`config.mk`:
```
export PLATFORM = sky130hd
export DESIGN_NAME = dcache_write_buffer
export DESIGN_NICKNAME = d
export VERILOG_FILES = /design/src/rtl/tempest_mem_pkg.sv /design/src/rtl/wb_fifo.sv /design/src/rtl/dcache_write_buffer.sv
export SDC_FILE = /design/constraint.sdc
export NUM_CORES = 1
export LEC_CHECK = 0
export CORE_ASPECT_RATIO = 0.75
export CORE_UTILIZATION = 40
export CTS_BUF_LIST = sky130_fd_sc_hd__clkbuf_8 sky130_fd_sc_hd__clkbuf_16
export CTS_CLUSTER_DIAMETER = 80
export CTS_CLUSTER_SIZE = 12
export DETAILED_ROUTE_END_ITERATION = 6
export GPL_TIMING_DRIVEN = 1
export HOLD_SLACK_MARGIN = 0.05
export MAX_ROUTING_LAYER = met4
export PLACE_DENSITY_LB_ADDON = 0.15
export SYNTH_ARGS = -nofsm -noshare
export SYNTH_HDL_FRONTEND = slang
export SYNTH_SLANG_ARGS = --single-unit
```
`constraint.sdc`:
```
create_clock -name clk -period 6.5 [get_ports clk]
set_clock_uncertainty 0.1 [all_clocks]
set_input_delay 1.3 -clock clk [delete_from_list [all_inputs] [get_ports clk]]
set_output_delay 1.3 -clock clk [all_outputs]
set_load 0.005 [all_outputs]
```
`src/rtl/tempest_mem_pkg.sv`:
```
// ============================================================================
// Module : tempest_mem_pkg
// Brief  : Shared memory-subsystem widths and write-buffer FSM state encoding.
// Rev    : 1.0
// ============================================================================
`default_nettype none

package tempest_mem_pkg;

  localparam int WB_DATA_WIDTH = 32;
  localparam int WB_ADDR_WIDTH = 32;

  typedef enum logic [1:0] {
    IDLE  = 2'd0,
    DRAIN = 2'd1,
    READ  = 2'd2,
    RESP  = 2'd3
  } wb_state_t;

endpackage

`default_nettype wire

```
`src/rtl/wb_fifo.sv`:
```
// ============================================================================
// Module : wb_fifo
// Brief  : Posted-write storage with youngest-entry address match lookup.
// Rev    : 1.0
// ============================================================================
`default_nettype none

module wb_fifo
  import tempest_mem_pkg::*;
#(
  parameter int DATA_WIDTH = WB_DATA_WIDTH,
  parameter int ADDR_WIDTH = WB_ADDR_WIDTH,
  parameter int DEPTH      = 4
) (
  input  logic                     clk,
  input  logic                     rst_n,
  input  logic                     push,
  input  logic [ADDR_WIDTH-1:0]    push_addr,
  input  logic [DATA_WIDTH-1:0]    push_data,
  input  logic                     pop,
  output logic [ADDR_WIDTH-1:0]    head_addr,
  output logic [DATA_WIDTH-1:0]    head_data,
  input  logic [ADDR_WIDTH-1:0]    lookup_addr,
  output logic                     hit,
  output logic [DATA_WIDTH-1:0]    hit_data,
  output logic [$clog2(DEPTH):0]   count,
  output logic                     full,
  output logic                     empty
);

  localparam int PTR_W = $clog2(DEPTH);
  localparam logic [PTR_W-1:0] PTR_INC = PTR_W'(1);
  localparam logic [PTR_W:0]   CNT_INC = (PTR_W + 1)'(1);
  localparam logic [PTR_W:0]   CNT_MAX = (PTR_W + 1)'(DEPTH);

  logic [ADDR_WIDTH-1:0] r_addr_mem [DEPTH];
  logic [DATA_WIDTH-1:0] r_data_mem [DEPTH];
  logic [PTR_W-1:0]      r_wr_ptr;
  logic [PTR_W-1:0]      r_rd_ptr;
  logic [PTR_W:0]        r_count;
  logic [PTR_W-1:0]      w_idx;

  always_ff @(posedge clk) begin
    if (push) begin
      r_addr_mem[r_wr_ptr] <= push_addr;
      r_data_mem[r_wr_ptr] <= push_data;
    end
  end

  always_ff @(posedge clk or negedge rst_n) begin
    if (!rst_n) begin
      r_wr_ptr <= '0;
      r_rd_ptr <= '0;
      r_count  <= '0;
    end else begin
      if (push) r_wr_ptr <= r_wr_ptr + PTR_INC;
      if (pop)  r_rd_ptr <= r_rd_ptr + PTR_INC;
      case ({push, pop})
        2'b10:   r_count <= r_count + CNT_INC;
        2'b01:   r_count <= r_count - CNT_INC;
        default: r_count <= r_count;
      endcase
    end
  end

  // Walk oldest to youngest so the last match seen is the youngest one.
  always_comb begin
    hit      = 1'b0;
    hit_data = '0;
    w_idx    = '0;
    for (int i = 0; i < DEPTH; i++) begin
      w_idx = r_rd_ptr + PTR_W'(i);
      if ((i < int'(r_count)) && (r_addr_mem[w_idx] == lookup_addr)) begin
        hit      = 1'b1;
        hit_data = r_data_mem[w_idx];
      end
    end
  end

  assign head_addr = r_addr_mem[r_rd_ptr];
  assign head_data = r_data_mem[r_rd_ptr];
  assign count     = r_count;
  assign full      = (r_count == CNT_MAX);
  assign empty     = (r_count == '0);

endmodule

`default_nettype wire

```
`src/rtl/dcache_write_buffer.sv`:
```
// ============================================================================
// Module : dcache_write_buffer
// Brief  : Posted-write buffer between dcache and memory with read forwarding.
// Rev    : 1.0
// ============================================================================
`default_nettype none

module dcache_write_buffer
  import tempest_mem_pkg::*;
#(
  parameter int DATA_WIDTH = WB_DATA_WIDTH,
  parameter int ADDR_WIDTH = WB_ADDR_WIDTH,
  parameter int DEPTH      = 4
) (
  input  logic                    clk,
  input  logic                    rst_n,
  input  logic                    c_req,
  input  logic                    c_we,
  input  logic [ADDR_WIDTH-1:0]   c_addr,
  input  logic [DATA_WIDTH-1:0]   c_wdata,
  output logic                    c_ready,
  output logic [DATA_WIDTH-1:0]   c_rdata,
  output logic                    m_req,
  output logic                    m_we,
  output logic [ADDR_WIDTH-1:0]   m_addr,
  output logic [DATA_WIDTH-1:0]   m_wdata,
  input  logic                    m_ready,
  input  logic [DATA_WIDTH-1:0]   m_rdata,
  output logic [$clog2(DEPTH):0]  wb_count,
  output logic                    wb_empty
);

  wb_state_t             r_state;
  logic                  r_c_ready;
  logic [DATA_WIDTH-1:0] r_c_rdata;
  logic                  r_m_req;
  logic                  r_m_we;
  logic [ADDR_WIDTH-1:0] r_m_addr;
  logic [DATA_WIDTH-1:0] r_m_wdata;

  logic                  w_cache_new;
  logic                  w_hit;
  logic [DATA_WIDTH-1:0] w_hit_data;
  logic [ADDR_WIDTH-1:0] w_head_addr;
  logic [DATA_WIDTH-1:0] w_head_data;
  logic                  w_full;
  logic                  w_empty;
  logic                  w_push;
  logic                  w_pop;
  logic                  w_fwd;
  logic                  w_miss;

  // A held read miss stays visible while its memory read is outstanding.
  assign w_cache_new = c_req && !r_c_ready && (r_state != READ) && (r_state != RESP);
  assign w_pop       = (r_state == DRAIN) && m_ready;
  assign w_push      = w_cache_new && c_we && (!w_full || w_pop);
  assign w_fwd       = w_cache_new && !c_we && w_hit;
  assign w_miss      = w_cache_new && !c_we && !w_hit;

  wb_fifo #(
    .DATA_WIDTH (DATA_WIDTH),
    .ADDR_WIDTH (ADDR_WIDTH),
    .DEPTH      (DEPTH)
  ) u_fifo (
    .clk         (clk),
    .rst_n       (rst_n),
    .push        (w_push),
    .push_addr   (c_addr),
    .push_data   (c_wdata),
    .pop         (w_pop),
    .head_addr   (w_head_addr),
    .head_data   (w_head_data),
    .lookup_addr (c_addr),
    .hit         (w_hit),
    .hit_data    (w_hit_data),
    .count       (wb_count),
    .full        (w_full),
    .empty       (w_empty)
  );

  always_ff @(posedge clk or negedge rst_n) begin
    if (!rst_n) begin
      r_state   <= IDLE;
      r_c_ready <= 1'b0;
      r_c_rdata <= '0;
      r_m_req   <= 1'b0;
      r_m_we    <= 1'b0;
      r_m_addr  <= '0;
      r_m_wdata <= '0;
    end else begin
      r_c_ready <= w_push || w_fwd || ((r_state == READ) && m_ready);
      if (w_fwd) r_c_rdata <= w_hit_data;
      case (r_state)
        IDLE: begin
          // Read misses win over starting a new drain.
          if (w_miss) begin
            r_state  <= READ;
            r_m_req  <= 1'b1;
            r_m_we   <= 1'b0;
            r_m_addr <= c_addr;
          end else if (!w_empty) begin
            r_state   <= DRAIN;
            r_m_req   <= 1'b1;
            r_m_we    <= 1'b1;
            r_m_addr  <= w_head_addr;
            r_m_wdata <= w_head_data;
          end
        end
        DRAIN: begin
          if (m_ready) begin
            r_state <= IDLE;
            r_m_req <= 1'b0;
          end
        end
        READ: begin
          if (m_ready) begin
            r_state   <= RESP;
            r_m_req   <= 1'b0;
            r_c_rdata <= m_rdata;
          end
        end
        RESP:    r_state <= IDLE;
        default: r_state <= IDLE;
      endcase
    end
  end

  assign c_ready  = r_c_ready;
  assign c_rdata  = r_c_rdata;
  assign m_req    = r_m_req;
  assign m_we     = r_m_we;
  assign m_addr   = r_m_addr;
  assign m_wdata  = r_m_wdata;
  assign wb_empty = w_empty;

endmodule

`default_nettype wire

```
==> out/qor.log, run 1 <==
qor: timing.final-hold-violation-count 0
qor: detailed_routing.vias_per_cell 6.04
qor: global_routing.grt_pass1_vias 15,800
qor: timing.tightestPinTransition 1.02 ns
qor: cts.tritoncts done
qor: synthesis.synth_top_family_by_area multiplexers
qor: cts.setup_bufs_post_cts 0
qor: placed_design.dp.final_hpwl 48,300 um
qor: global_routing.global_route_total_usage_across_every_layer 26.6%
qor: detailed_routing.detailedRoute.firstPassIterationCount 5
qor: synthesis.library_cell_with_the_largest_summed_area_after_synthesis sky130_fd_sc_hd__edfxtp_1
qor: critical_path.required_time_of_the_worst_setup_path 6.90 ns
qor: critical_path.cp_cell_sequence buf_4, mux4_2, xor2_1, a2111oi_2, nand4_1, or4_1, o2bb2ai_4, o31a_2, buf_12, o2111ai_1, nand3b_1
qor: synthesis.share_of_synthesized_area_occupied_by_flip_flops_and_latches 48.1%
qor: critical_path.slowest_delay 0.98 ns
qor: synthesis.synth-seq-cells 364
qor: synthesis.post_synth_and_or_nand_nor_area_fraction 9.59%
qor: synthesis.synth_compound_gate_area_share 13.2%
qor: detailed_routing.routedWlPerCell 26.9 um
qor: critical_path.endpoint_kind flip-flop
qor: cts.ctsHtreeMaxLevel 2
qor: synthesis.ys_dominant_reg_cell sky130_fd_sc_hd__edfxtp_1
qor: detailed_routing.detail_route.wirelength 71,700 um
qor: critical_path.critPathMaxFanout 47
qor: timing.slew_headroom 32.0%
qor: synthesis.netlist_top_cells_area sky130_fd_sc_hd__edfxtp_1 36%, sky130_fd_sc_hd__dfrtp_1 13%, sky130_fd_sc_hd__mux2i_1 9.9%
qor: cts.cts_hold_repair.buffers 0
qor: synthesis.post_synth_fa_ha_maj_area_fraction 0.811%
qor: timing.final.min_clock_period 5.45 ns
qor: floorplanning.die_area 0.0549 mm^2
qor: timing.finalSetupViolCount 0
qor: synthesis.synthesis.nets 1,893
qor: cts.cts.path.max_buffers 3
qor: cts.cts-buffers-inserted 37
qor: timing.final.period_utilization 83.8%
qor: global_routing.overflow 0
qor: critical_path.worstPathBufferInverterCount 2
qor: synthesis.yosys.cell_types.count 71
qor: synthesis.async_reset_ff_share 29.7%
qor: layout.final.fill_count 4,776
qor: timing.fin_setup_tns 0 ns
qor: synthesis.yosysWarnings 0
qor: layout.layout.core_utilization 47.9%
qor: floorplanning.core.rowCount 73
qor: detailed_routing.drt.antenna.violating_nets 0
qor: synthesis.yosys.area_share.xor_xnor 4.50%
qor: detailed_routing.drtIter0Drc 1,721
qor: synthesis.synth_mux_area_share 19.1%
qor: critical_path.crit_type flip-flop to flip-flop
qor: critical_path.critical-path-slowest-cell sky130_fd_sc_hd__dfrtp_4
qor: detailed_routing.drc 0
qor: cts.clockRootBuffer sky130_fd_sc_hd__clkbuf_16
qor: synthesis.syn-cell-area 0.0216 mm^2
qor: critical_path.timing.critical_path.max_delay_family compound AO/OA/AOI/OAI gates
qor: global_routing.grt_first_pass_wirelength 105,000 um
qor: power_and_ir_drop.cellPowerDensity 439 mW/mm^2
qor: floorplanning.initial_cell_density_of_the_core 40.6%
qor: worst_hold_path.min_path_type flip-flop to flip-flop
qor: power_and_ir_drop.cellLeakagePower 9.25 nW
qor: power_and_ir_drop.vdd.ir_drop.worst 232 uV
qor: global_routing.initial_antenna_violation_count 2
qor: synthesis.post-synth-top-area-fraction 35.6%
qor: run_status.status finished, final reports clean
qor: cts.clkTransAtPathRegs 0.07 ns
qor: layout.nets 2,041
qor: floorplanning.dieWidth 270 um
qor: layout.syn_to_final_growth 17.8%
qor: critical_path.worst_ep_arrival_time 5.84 ns
qor: placed_design.io_buffers 203
qor: detailed_routing.routed_via_count 16,100
qor: cts.insertion_delay 0.57 ns
qor: placed_design.weighted_congestion_reported_at_the_end_of_routability_driven_placement 1.00
qor: floorplanning.fp.dieH 203 um
qor: timing.max_slew_violation_total_from_the_final_report 0
qor: critical_path.startpoint_type flip-flop
qor: synthesis.synthCells 1,778
qor: layout.final_layout_size_suffix_gt1_share 14.2%
qor: timing.max_freq 0.184 GHz
qor: floorplanning.boundaryPins 204
qor: flow_run.cap_violations 0
qor: global_routing.grt_start_max_net_pins 81
qor: timing.unrepaired_setup_endpoints_after_global_routing no
qor: cts.clock_sink_count 364
qor: cts.cts-resized-gates 0
qor: synthesis.edff_count_synth 256
qor: synthesis.post_synth.cell_area_avg 12.1 um^2
qor: floorplanning.floorplan.core_area 0.0532 mm^2
Yosys cell counts, types with 6 or more instances:
| cell | number |
|---|---|
| sky130_fd_sc_hd__edfxtp_1 | 256 |
| sky130_fd_sc_hd__mux2i_1 | 214 |
| sky130_fd_sc_hd__dfrtp_1 | 108 |
| sky130_fd_sc_hd__nand2_1 | 103 |
| sky130_fd_sc_hd__clkbuf_1 | 94 |
| sky130_fd_sc_hd__xnor2_1 | 87 |
| sky130_fd_sc_hd__a211oi_1 | 68 |
| sky130_fd_sc_hd__nor2b_1 | 63 |
| sky130_fd_sc_hd__mux4_2 | 61 |
| sky130_fd_sc_hd__inv_1 | 60 |
| sky130_fd_sc_hd__a21oi_1 | 51 |
| sky130_fd_sc_hd__mux2_2 | 49 |
| sky130_fd_sc_hd__buf_2 | 36 |
| sky130_fd_sc_hd__a2111oi_0 | 35 |
| sky130_fd_sc_hd__a22oi_1 | 33 |
| sky130_fd_sc_hd__nor2_1 | 32 |
| sky130_fd_sc_hd__o2111ai_1 | 32 |
| sky130_fd_sc_hd__nor3b_1 | 31 |
| sky130_fd_sc_hd__a31o_2 | 30 |
| sky130_fd_sc_hd__nand3b_1 | 30 |
| sky130_fd_sc_hd__a221o_1 | 27 |
| sky130_fd_sc_hd__xor2_1 | 24 |
| sky130_fd_sc_hd__and3_1 | 22 |
| sky130_fd_sc_hd__o21ai_0 | 20 |
| sky130_fd_sc_hd__nor3_1 | 19 |
| sky130_fd_sc_hd__nand4_1 | 17 |
| sky130_fd_sc_hd__ha_1 | 14 |
| sky130_fd_sc_hd__and2_1 | 13 |
| sky130_fd_sc_hd__buf_4 | 12 |
| sky130_fd_sc_hd__buf_1 | 11 |
| sky130_fd_sc_hd__nor4_1 | 10 |
| sky130_fd_sc_hd__buf_6 | 9 |
| sky130_fd_sc_hd__nand3_1 | 8 |
| sky130_fd_sc_hd__o22ai_1 | 8 |
| sky130_fd_sc_hd__nand2b_1 | 7 |
| sky130_fd_sc_hd__a222oi_1 | 6 |
metrics by stage:
step                      hold slack, ns  setup WS (ns)  cell area, um^2  instances  total power [W]
final                              0.409           1.05            25400       2668           0.0112
after CTS                          0.413           1.06            25400       2666           0.0112
after global placement             0.397          0.690            24400       2599          0.00909
after global routing               0.425          0.906            25400       2668           0.0117
after detailed placement           0.398          0.707            24400       2599          0.00918
after floorplan                    0.383           2.26            21600       1778          0.00706
layer usage:
metal,share of wire (%),vias up,global-route usage (%)
met5,0,-,-
li1,-,7171,-
met1,48,8229,39.1
met2,43,609,37.4
met4,2.0,0,7.18
met3,7.0,112,4.60
cell usage in the layout (no fill, tap or decap), types with 24 or more instances in the layout:
cell,Yosys,final
sky130_fd_sc_hd__edfxtp_1,256,256
sky130_fd_sc_hd__mux2i_1,214,214
sky130_fd_sc_hd__clkdlybuf4s50_1,0,202
sky130_fd_sc_hd__dfrtp_1,108,106
sky130_fd_sc_hd__nand2_1,103,103
sky130_fd_sc_hd__xnor2_1,87,87
sky130_fd_sc_hd__inv_1,60,85
sky130_fd_sc_hd__a211oi_1,68,68
sky130_fd_sc_hd__nor2b_1,63,63
sky130_fd_sc_hd__buf_4,12,63
sky130_fd_sc_hd__mux4_2,61,61
sky130_fd_sc_hd__a21oi_1,51,50
sky130_fd_sc_hd__mux2_2,49,49
sky130_fd_sc_hd__clkbuf_16,0,37
sky130_fd_sc_hd__a2111oi_0,35,35
sky130_fd_sc_hd__a22oi_1,33,33
sky130_fd_sc_hd__nor2_1,32,32
sky130_fd_sc_hd__o2111ai_1,32,32
sky130_fd_sc_hd__nor3b_1,31,31
sky130_fd_sc_hd__a31o_2,30,30
sky130_fd_sc_hd__nand3b_1,30,30
sky130_fd_sc_hd__a221o_1,27,27
sky130_fd_sc_hd__xor2_1,24,24
area by class of cell:
| class | instances | area, um^2 | share of cell area, % |
|---|---|---|---|
| flip-flops and latches | 364 | 10400 | 40.9 |
| multi-input cells | 1190 | 10200 | 40.2 |
| repair buffers | 272 | 2640 | 10.4 |
| clock buffers | 37 | 926 | 3.64 |
| well taps | 712 | 891 | 3.50 |
| inverters | 61 | 231 | 0.910 |
| clock inverters | 30 | 136 | 0.536 |
| diodes | 2 | 5.00 | 0.0197 |
worst paths after layout:
| check | start | end | slack, ns | cells after the start |
|---|---|---|---|---|
| worst max register to register | u_fifo.r_rd_ptr[0] | c_rdata[23] | 1.05 | 11 |
| max in group asynchronous | rst_n | m_wdata[23] | 4.16 | 2 |
| worst max-delay path | u_fifo.r_rd_ptr[0] | c_rdata[23] | 1.05 | 11 |
| min in group asynchronous | rst_n | m_addr[22] | 0.79 | 1 |
| worst min-delay path | m_wdata[7] | m_wdata[7] | 0.41 | 1 |
| worst min register to register | m_wdata[7] | m_wdata[7] | 0.41 | 1 |
flip-flops by register name, indices dropped and copies added (netlist names):
name,cells
c_rdata,32
c_ready,1
m_addr,32
m_req,1
m_wdata,32
m_we,1
r_state,2
u_fifo.count,3
u_fifo.r_addr_mem,128
u_fifo.r_data_mem,128
u_fifo.r_rd_ptr,2
u_fifo.r_wr_ptr,2
cells by family after synthesis:
kind of cell | after synthesis
compound gates | 365
fa+ha+maj | 14
simple gates | 372
flops | 364
xor+xnor | 111
mux | 328
buf+inv | 224
power breakdown:
| group | total, W | switching (W) | internal [W] |
|---|---|---|---|
| Combinational | 0.00568 | 0.00304 | 0.00264 |
| Clock | 0.00198 | 0.000945 | 0.00104 |
| Sequential | 0.00351 | 0.000483 | 0.00302 |
| Total | 0.0112 | 0.00447 | 0.00671 |
(Power assumes the default switching activity.)
==> run 2, diff against run 1 <==
==> constraint.sdc (replaced) <==
create_clock -name clk -period 4.6 [get_ports clk]
set_clock_uncertainty 0.1 [all_clocks]
set_input_delay 0.92 -clock clk [delete_from_list [all_inputs] [get_ports clk]]
set_output_delay 0.92 -clock clk [all_outputs]
set_load 0.005 [all_outputs]
==> run 2 against run 1 <==
Clock power is 41% higher; sequential power increased by 38%; non-clock buffer count up 83; sequential cell count did not move; count of clock-buffer cells in the layout is the same; global-route usage rose by 0.29 points.
==> out/qor.log, run 2 (synthesis gave the netlist of run 1 again) <==
qor: cts.setup_bufs_post_cts 0 [unchanged]
qor: global_routing.grt_start_max_net_pins 95 [was 81]
qor: layout.layout_top_registers u_fifo.r_addr_mem: 128 flops, u_fifo.r_data_mem: 128 flops [unchanged]
qor: timing.final.min_clock_period 4.40 ns [was 5.45 ns]
qor: power_and_ir_drop.p_int 0.00978 W [was 0.00671 W]
qor: power_and_ir_drop.power.share.combinational 52.8% [was 50.9%]
qor: flow_run.cap_violations 0 [unchanged]
qor: cts.clockRootBuffer sky130_fd_sc_hd__clkbuf_16 [unchanged]
qor: layout.nets 2,124 [was 2,041]
qor: critical_path.worst_ep_arrival_time 4.73 ns [was 5.84 ns]
qor: placed_design.io_buffers 203 [unchanged]
qor: power_and_ir_drop.sw_frac_of_total 39.5% [was 40.0%]
qor: placed_design.dp.final_hpwl 50,400 um [was 48,300 um]
qor: floorplanning.initial_cell_density_of_the_core 40.6% [unchanged]
qor: power_and_ir_drop.power.sequential.fraction 29.9% [was 31.4%]
qor: timing.max_freq 0.227 GHz [was 0.184 GHz]
qor: detailed_routing.routedWlPerCell 26.1 um [was 26.9 um]
qor: cts.tritoncts done [unchanged]
qor: critical_path.endpoint_kind flip-flop [unchanged]
qor: placed_design.placed_area 0.0252 mm^2 [was 0.0244 mm^2]
qor: timing.tightestPinTransition 1.14 ns [was 1.02 ns]
qor: global_routing.grt_first_pass_wirelength 107,000 um [was 105,000 um]
qor: floorplanning.boundaryPins 204 [unchanged]
qor: power_and_ir_drop.vdd.ir_drop.worst 373 uV [was 232 uV]
qor: critical_path.cp_cell_sequence buf_12, mux2i_1, o22ai_1, o21ai_0, nand4_1, or4_1, nor2_1, nor4_4, and2_1, buf_12, a222oi_1 [was buf_4, mux4_2, xor2_1, a2111oi_2, nand4_1, or4_1, o2bb2ai_4, o31a_2, buf_12, o2111ai_1, nand3b_1]
qor: detailed_routing.detailedRoute.firstPassIterationCount 6 [was 5]
qor: critical_path.cell_repeated_most_along_the_worst_path sky130_fd_sc_hd__buf_12
qor: floorplanning.core.rowCount 73 [unchanged]
qor: worst_hold_path.min_path_type input port to asynchronous set/reset pin [was flip-flop to flip-flop]
qor: cts.clock_sink_count 364 [unchanged]
qor: critical_path.worstPathBufferInverterCount 2 [unchanged]
qor: layout.layout.cells.most_common sky130_fd_sc_hd__edfxtp_1 [unchanged]
qor: timing.max_slew_violation_total_from_the_final_report 0 [unchanged]
qor: floorplanning.floorplan.core_area 0.0532 mm^2 [unchanged]
qor: timing.fin_setup_tns 0 ns [unchanged]
qor: cts.clkTransAtPathRegs 0.06 ns [was 0.07 ns]
qor: critical_path.slowest_delay 0.65 ns [was 0.98 ns]
qor: cts.cts_hold_repair.buffers 0 [unchanged]
qor: detailed_routing.drc 0 [unchanged]
qor: critical_path.crit_type flip-flop to flip-flop [unchanged]
qor: floorplanning.dieWidth 270 um [unchanged]
qor: detailed_routing.routed_via_count 16,300 [was 16,100]
qor: cts.insertion_delay 0.56 ns [was 0.57 ns]
qor: timing.final.setup.worst_slack 0.200 ns [was 1.05 ns]
qor: global_routing.initial_antenna_violation_count 4 [was 2]
qor: timing.slew_headroom 23.9% [was 32.0%]
qor: layout.commonest_non_fill_non_tap_cells_in_the_layout 256 x sky130_fd_sc_hd__edfxtp_1, 214 x sky130_fd_sc_hd__mux2i_1, 202 x sky130_fd_sc_hd__clkdlybuf4s50_1, 128 x sky130_fd_sc_hd__buf_4, 106 x sky130_fd_sc_hd__dfrtp_1 [was 256 x sky130_fd_sc_hd__edfxtp_1, 214 x sky130_fd_sc_hd__mux2i_1, 202 x sky130_fd_sc_hd__clkdlybuf4s50_1, 106 x sky130_fd_sc_hd__dfrtp_1, 103 x sky130_fd_sc_hd__nand2_1]
qor: floorplanning.fp.dieH 203 um [unchanged]
qor: cts.ctsHtreeMaxLevel 2 [unchanged]
qor: critical_path.timing.critical_path.max_delay_family simple AND/OR/NAND/NOR gates [was compound AO/OA/AOI/OAI gates]
qor: cts.cts.path.max_buffers 3 [unchanged]
qor: critical_path.startpoint_type flip-flop [unchanged]
qor: global_routing.global_route_total_usage_across_every_layer 26.8% [was 26.6%]
qor: placed_design.weighted_congestion_reported_at_the_end_of_routability_driven_placement 0.953 [was 1.00]
qor: power_and_ir_drop.cellPowerDensity 615 mW/mm^2 [was 439 mW/mm^2]
qor: layout.final.fill_count 4,693 [was 4,776]
qor: floorplanning.die_area 0.0549 mm^2 [unchanged]
qor: layout.postLayoutCellArea 0.0263 mm^2 [was 0.0254 mm^2]
qor: critical_path.critical-path-slowest-cell sky130_fd_sc_hd__or4_1 [was sky130_fd_sc_hd__dfrtp_4]
qor: power_and_ir_drop.share_clk_of_total_power 17.3% [was 17.7%]
qor: timing.final.period_utilization 95.7% [was 83.8%]
qor: power_and_ir_drop.power.total 0.0162 W [was 0.0112 W]
qor: critical_path.critPathMaxFanout 51 [was 47]
qor: global_routing.grt_pass1_vias 15,900 [was 15,800]
qor: global_routing.overflow 0 [unchanged]
qor: placed_design.dp_slack -0.0754 ns [was 0.707 ns]
qor: timing.final-hold-violation-count 0 [unchanged]
qor: timing.finalSetupViolCount 0 [unchanged]
qor: cts.cts-resized-gates 0 [unchanged]
qor: detailed_routing.drtIter0Drc 1,668 [was 1,721]
qor: layout.syn_to_final_growth 21.7% [was 17.8%]
qor: cts.cts-buffers-inserted 37 [unchanged]
qor: run_status.status finished, final reports clean [unchanged]
qor: power_and_ir_drop.cellLeakagePower 9.72 nW [was 9.25 nW]
qor: layout.final_layout_size_suffix_gt1_share 17.7% [was 14.2%]
qor: detailed_routing.detail_route.wirelength 71,900 um [was 71,700 um]
qor: critical_path.r2r_setup_slack 0.20 ns [was 1.05 ns]
qor: detailed_routing.vias_per_cell 5.94 [was 6.04]
qor: detailed_routing.drt.antenna.violating_nets 0 [unchanged]
qor: critical_path.required_time_of_the_worst_setup_path 4.93 ns [was 6.90 ns]
qor: power_and_ir_drop.switching_power 0.00637 W [was 0.00447 W]
qor: timing.unrepaired_setup_endpoints_after_global_routing no [unchanged]
## run 2: cell types whose count changed in the layout (fill, tap and decap cells not counted), sizes merged
cell / before / now
buf: 70 / 153
inv: 90 / 89
## run 2: final cells by class
class | instances | area [um^2] | share of cell area, %
clock buffer | 37 | 926 | 3.52
antenna | 2 | 5.00 | 0.0190
inverter | 61 | 231 | 0.881
timing repair buffer | 355 | 3480 | 13.3
clock inverter | 29 | 131 | 0.500
tap | 712 | 891 | 3.39
sequential | 364 | 10400 | 39.6
multi-input combinational | 1190 | 10200 | 38.9
## run 2: stage by stage
stage	utilization, %	std cells	hold WS (ns)
after CTS	49.4	2744	0.344
after global routing	49.4	2750	0.375
after global placement	47.4	2678	0.387
final	49.4	2750	0.336
after floorplan	-	1778	0.383
after detailed placement	47.4	2678	0.396
## run 2: power groups by stage
stage / logic [W] / registers (W) / clock network, W
after floorplan: 0.00529 / 0.00469 / 0
after global placement: 0.00835 / 0.00488 / 0
after detailed placement: 0.00841 / 0.00490 / 0
after CTS: 0.00844 / 0.00484 / 0.00287
after global routing: 0.00911 / 0.00490 / 0.00298
final: 0.00852 / 0.00483 / 0.00280
## run 2: path summary, 6_finish.rpt
| check | end | from | cells past startpoint |
|---|---|---|---|
| worst max-delay path | m_addr[10] | u_fifo.r_rd_ptr[1] | 11 |
| worst min-delay path | m_addr[22] | rst_n | 1 |
| worst max register to register | m_addr[10] | u_fifo.r_rd_ptr[1] | 11 |
| worst min register to register | m_wdata[13] | m_wdata[13] | 1 |
| max in group asynchronous | c_rdata[25] | rst_n | 2 |
| min in group clk | m_wdata[13] | m_wdata[13] | 1 |
## run 2: metal layers
metal | global-route usage [%] | share of wire (%)
met5 | - | 0
met1 | 40.8 | 50
met4 | 5.31 | 1.5
met2 | 37.8 | 43
met3 | 3.92 | 6.4
==> run 3, diff against run 2 <==
--- a/config.mk
+++ b/config.mk
@@ -15,6 +15,7 @@
 export HOLD_SLACK_MARGIN = 0.05
 export MAX_ROUTING_LAYER = met4
 export PLACE_DENSITY_LB_ADDON = 0.15
+export REMOVE_ABC_BUFFERS = 1
 export SYNTH_ARGS = -nofsm -noshare
 export SYNTH_HDL_FRONTEND = slang
 export SYNTH_SLANG_ARGS = --single-unit
==> run 3 against run 2 <==
Sequential power barely moved; non-clock buffer count fell by 2; sequential share of layout area barely moved; register-to-register slack got worse by 0.08 ns; first-iteration DRC count fell by 11%; cell area barely moved; clock power fell by 2%; via count fell by 0.25%; critical path depth rose by 2; fmax fell by 1.8%; power fell by 1.3%; die area did not move; largest cell class unchanged.
==> out/qor.log, run 3 (synthesis gave the netlist of run 1 again) <==
qor: run_status.status finished, final reports clean [unchanged]
qor: critical_path.crit_type flip-flop to flip-flop [unchanged]
qor: timing.max_freq 0.223 GHz [was 0.227 GHz]
qor: floorplanning.dieWidth 270 um [unchanged]
qor: floorplanning.boundaryPins 204 [unchanged]
qor: power_and_ir_drop.vdd.ir_drop.worst 309 uV [was 373 uV]
qor: flow_run.cap_violations 0 [unchanged]
qor: layout.layout_top_registers u_fifo.r_addr_mem: 128 flops, u_fifo.r_data_mem: 128 flops [unchanged]
qor: cts.setup_bufs_post_cts 0 [unchanged]
qor: cts.clockRootBuffer sky130_fd_sc_hd__clkbuf_16 [unchanged]
qor: placed_design.weighted_congestion_reported_at_the_end_of_routability_driven_placement 0.993 [was 0.953]
qor: floorplanning.initial_cell_density_of_the_core 40.6% [unchanged]
qor: cts.clock_sink_count 364 [unchanged]
qor: global_routing.overflow 0 [unchanged]
qor: global_routing.global_route_total_usage_across_every_layer 26.0% [was 26.8%]
qor: layout.commonest_non_fill_non_tap_cells_in_the_layout 256 x sky130_fd_sc_hd__edfxtp_1, 214 x sky130_fd_sc_hd__mux2i_1, 202 x sky130_fd_sc_hd__clkdlybuf4s50_1, 126 x sky130_fd_sc_hd__buf_4, 106 x sky130_fd_sc_hd__dfrtp_1 [was 256 x sky130_fd_sc_hd__edfxtp_1, 214 x sky130_fd_sc_hd__mux2i_1, 202 x sky130_fd_sc_hd__clkdlybuf4s50_1, 128 x sky130_fd_sc_hd__buf_4, 106 x sky130_fd_sc_hd__dfrtp_1]
qor: detailed_routing.vias_per_cell 5.93 [was 5.94]
qor: layout.nets 2,121 [was 2,124]
qor: timing.final-hold-violation-count 0 [unchanged]
qor: detailed_routing.routed_via_count 16,300 [about the same]
qor: layout.syn_to_final_growth 21.6% [was 21.7%]
qor: global_routing.grt_start_max_net_pins 89 [was 95]
qor: layout.layout.core_utilization 49.4% [about the same]
qor: critical_path.worst_ep_arrival_time 4.81 ns [was 4.73 ns]
qor: timing.max_slew_violation_total_from_the_final_report 0 [unchanged]
qor: critical_path.startpoint_type flip-flop [unchanged]
qor: power_and_ir_drop.cellPowerDensity 607 mW/mm^2 [was 615 mW/mm^2]
qor: critical_path.critPathMaxFanout 31 [was 51]
qor: power_and_ir_drop.cellLeakagePower 9.70 nW [was 9.72 nW]
qor: worst_hold_path.min_path_type input port to asynchronous set/reset pin [unchanged]
qor: timing.finalSetupViolCount 0 [unchanged]
qor: cts.cts.path.max_buffers 3 [unchanged]
qor: cts.ctsHtreeMaxLevel 2 [unchanged]
qor: timing.tightestPinTransition 1.06 ns [was 1.14 ns]
qor: cts.insertion_delay 0.56 ns [about the same]
qor: floorplanning.core.rowCount 73 [unchanged]
qor: detailed_routing.drc 0 [unchanged]
qor: floorplanning.die_area 0.0549 mm^2 [unchanged]
qor: timing.unrepaired_setup_endpoints_after_global_routing no [unchanged]
qor: global_routing.grt_first_pass_wirelength 104,000 um [was 107,000 um]
qor: global_routing.grt_pass1_vias 16,000 [was 15,900]
qor: timing.slew_headroom 29.3% [was 23.9%]
qor: power_and_ir_drop.power.total 0.0160 W [was 0.0162 W]
qor: layout.layout.cells.most_common sky130_fd_sc_hd__edfxtp_1 [unchanged]
qor: global_routing.initial_antenna_violation_count 0 [was 4]
qor: detailed_routing.detail_route.wirelength 70,400 um [was 71,900 um]
qor: timing.final.min_clock_period 4.48 ns [was 4.40 ns]
qor: critical_path.endpoint_kind flip-flop [unchanged]
qor: cts.tritoncts done [unchanged]
qor: layout.final_layout_size_suffix_gt1_share 17.6% [was 17.7%]
qor: detailed_routing.routedWlPerCell 25.7 um [was 26.1 um]
qor: placed_design.dp.final_hpwl 48,700 um [was 50,400 um]
qor: cts.cts-buffers-inserted 36 [was 37]
qor: detailed_routing.detailedRoute.firstPassIterationCount 5 [was 6]
qor: critical_path.required_time_of_the_worst_setup_path 4.93 ns [about the same]
qor: timing.final.period_utilization 97.4% [was 95.7%]
qor: cts.clkTransAtPathRegs 0.07 ns [was 0.06 ns]
qor: detailed_routing.drt.antenna.violating_nets 0 [unchanged]
qor: placed_design.io_buffers 203 [unchanged]
qor: detailed_routing.drtIter0Drc 1,492 [was 1,668]
qor: floorplanning.floorplan.core_area 0.0532 mm^2 [unchanged]
qor: floorplanning.fp.dieH 203 um [unchanged]
==> run 3: cell types whose count changed in the layout (fill, tap and decap cells not counted), sizes merged <==
cell | before | now
diode | 2 | 1
inv | 89 | 87
buf | 153 | 151
clkinv | 1 | 2
==> run 3: stage by stage <==
| stage | setup slack [ns] | std cells | TNS (ns) | instance area (um^2) | hold WS (ns) |
|---|---|---|---|---|---|
| after floorplan | -10.25 | 1615 | -1001.73 | 20800 | 0.383 |
| after global placement | -0.269 | 2680 | -19.29 | 25200 | 0.376 |
| after detailed placement | -0.212 | 2680 | -13.57 | 25200 | 0.386 |
| after CTS | 0.0251 | 2745 | 0 | 26300 | 0.354 |
| after global routing | 0.0553 | 2745 | 0 | 26300 | 0.385 |
| final | 0.120 | 2746 | 0 | 26300 | 0.342 |
==> run 3: worst max-delay path, cell delays in order (launching register included) <==
cell and delay [ns]:
sky130_fd_sc_hd__dfrtp_4 0.64, sky130_fd_sc_hd__buf_4 0.23, sky130_fd_sc_hd__inv_4 0.38, sky130_fd_sc_hd__buf_4 0.30, sky130_fd_sc_hd__mux2i_1 0.11, sky130_fd_sc_hd__xnor2_1 0.42
sky130_fd_sc_hd__nand4_1 0.37, sky130_fd_sc_hd__a2111oi_2 0.51, sky130_fd_sc_hd__buf_4 0.20, sky130_fd_sc_hd__o2bb2ai_4 0.16, sky130_fd_sc_hd__nor4_4 0.12, sky130_fd_sc_hd__and2_1 0.23
sky130_fd_sc_hd__buf_12 0.17, sky130_fd_sc_hd__a221o_1 0.35
==> run 3: path summary, 6_finish.rpt <==
kind | start | end | slack, ns | cells after the start
worst max-delay path | u_fifo.r_rd_ptr[0] | m_addr[29] | 0.12 | 13
worst min-delay path | rst_n | m_wdata[25] | 0.34 | 1
worst max register to register | u_fifo.r_rd_ptr[0] | m_addr[29] | 0.12 | 13
worst min register to register | m_wdata[30] | m_wdata[30] | 0.39 | 1
max in group asynchronous | rst_n | m_addr[28] | 3.19 | 2
min in group clk | m_wdata[30] | m_wdata[30] | 0.39 | 1
==> run 3: final cells by class <==
| class | count | area [um^2] |
|---|---|---|
| Inverter | 61 | 231 |
| Antenna cell | 1 | 2.50 |
| Clock buffer | 37 | 915 |
| Fill cell | 4703 | 26900 |
| Sequential cell | 364 | 10400 |
| Tap cell | 712 | 891 |
| Clock inverter | 28 | 128 |
| Multi-Input combinational cell | 1190 | 10200 |
| Timing Repair Buffer | 353 | 3470 |
==> run 3: what timing repair did <==
item	4_1_cts	5_1_grt
setup endpoints to repair	0	70
gates resized for setup	0	1
hold buffers	0	0
==> run 3: routing by layer <==
layer | track usage [%] | vias up | routed length [um]
li1 | - | 7350 | -
met1 | 37.1 | 8242 | 32900
met2 | 37.3 | 579 | 30800
met3 | 5.03 | 111 | 5030
met4 | 7.73 | 0 | 1680
met5 | - | - | 0
==> run 3: report_power, final <==
group | internal (W) | leakage [nW] | switching [W]
logic | 0.00397 | 5.48 | 0.00441
registers | 0.00427 | 3.62 | 0.000564
clock network | 0.00144 | 0.600 | 0.00130
total | 0.00968 | 9.70 | 0.00627
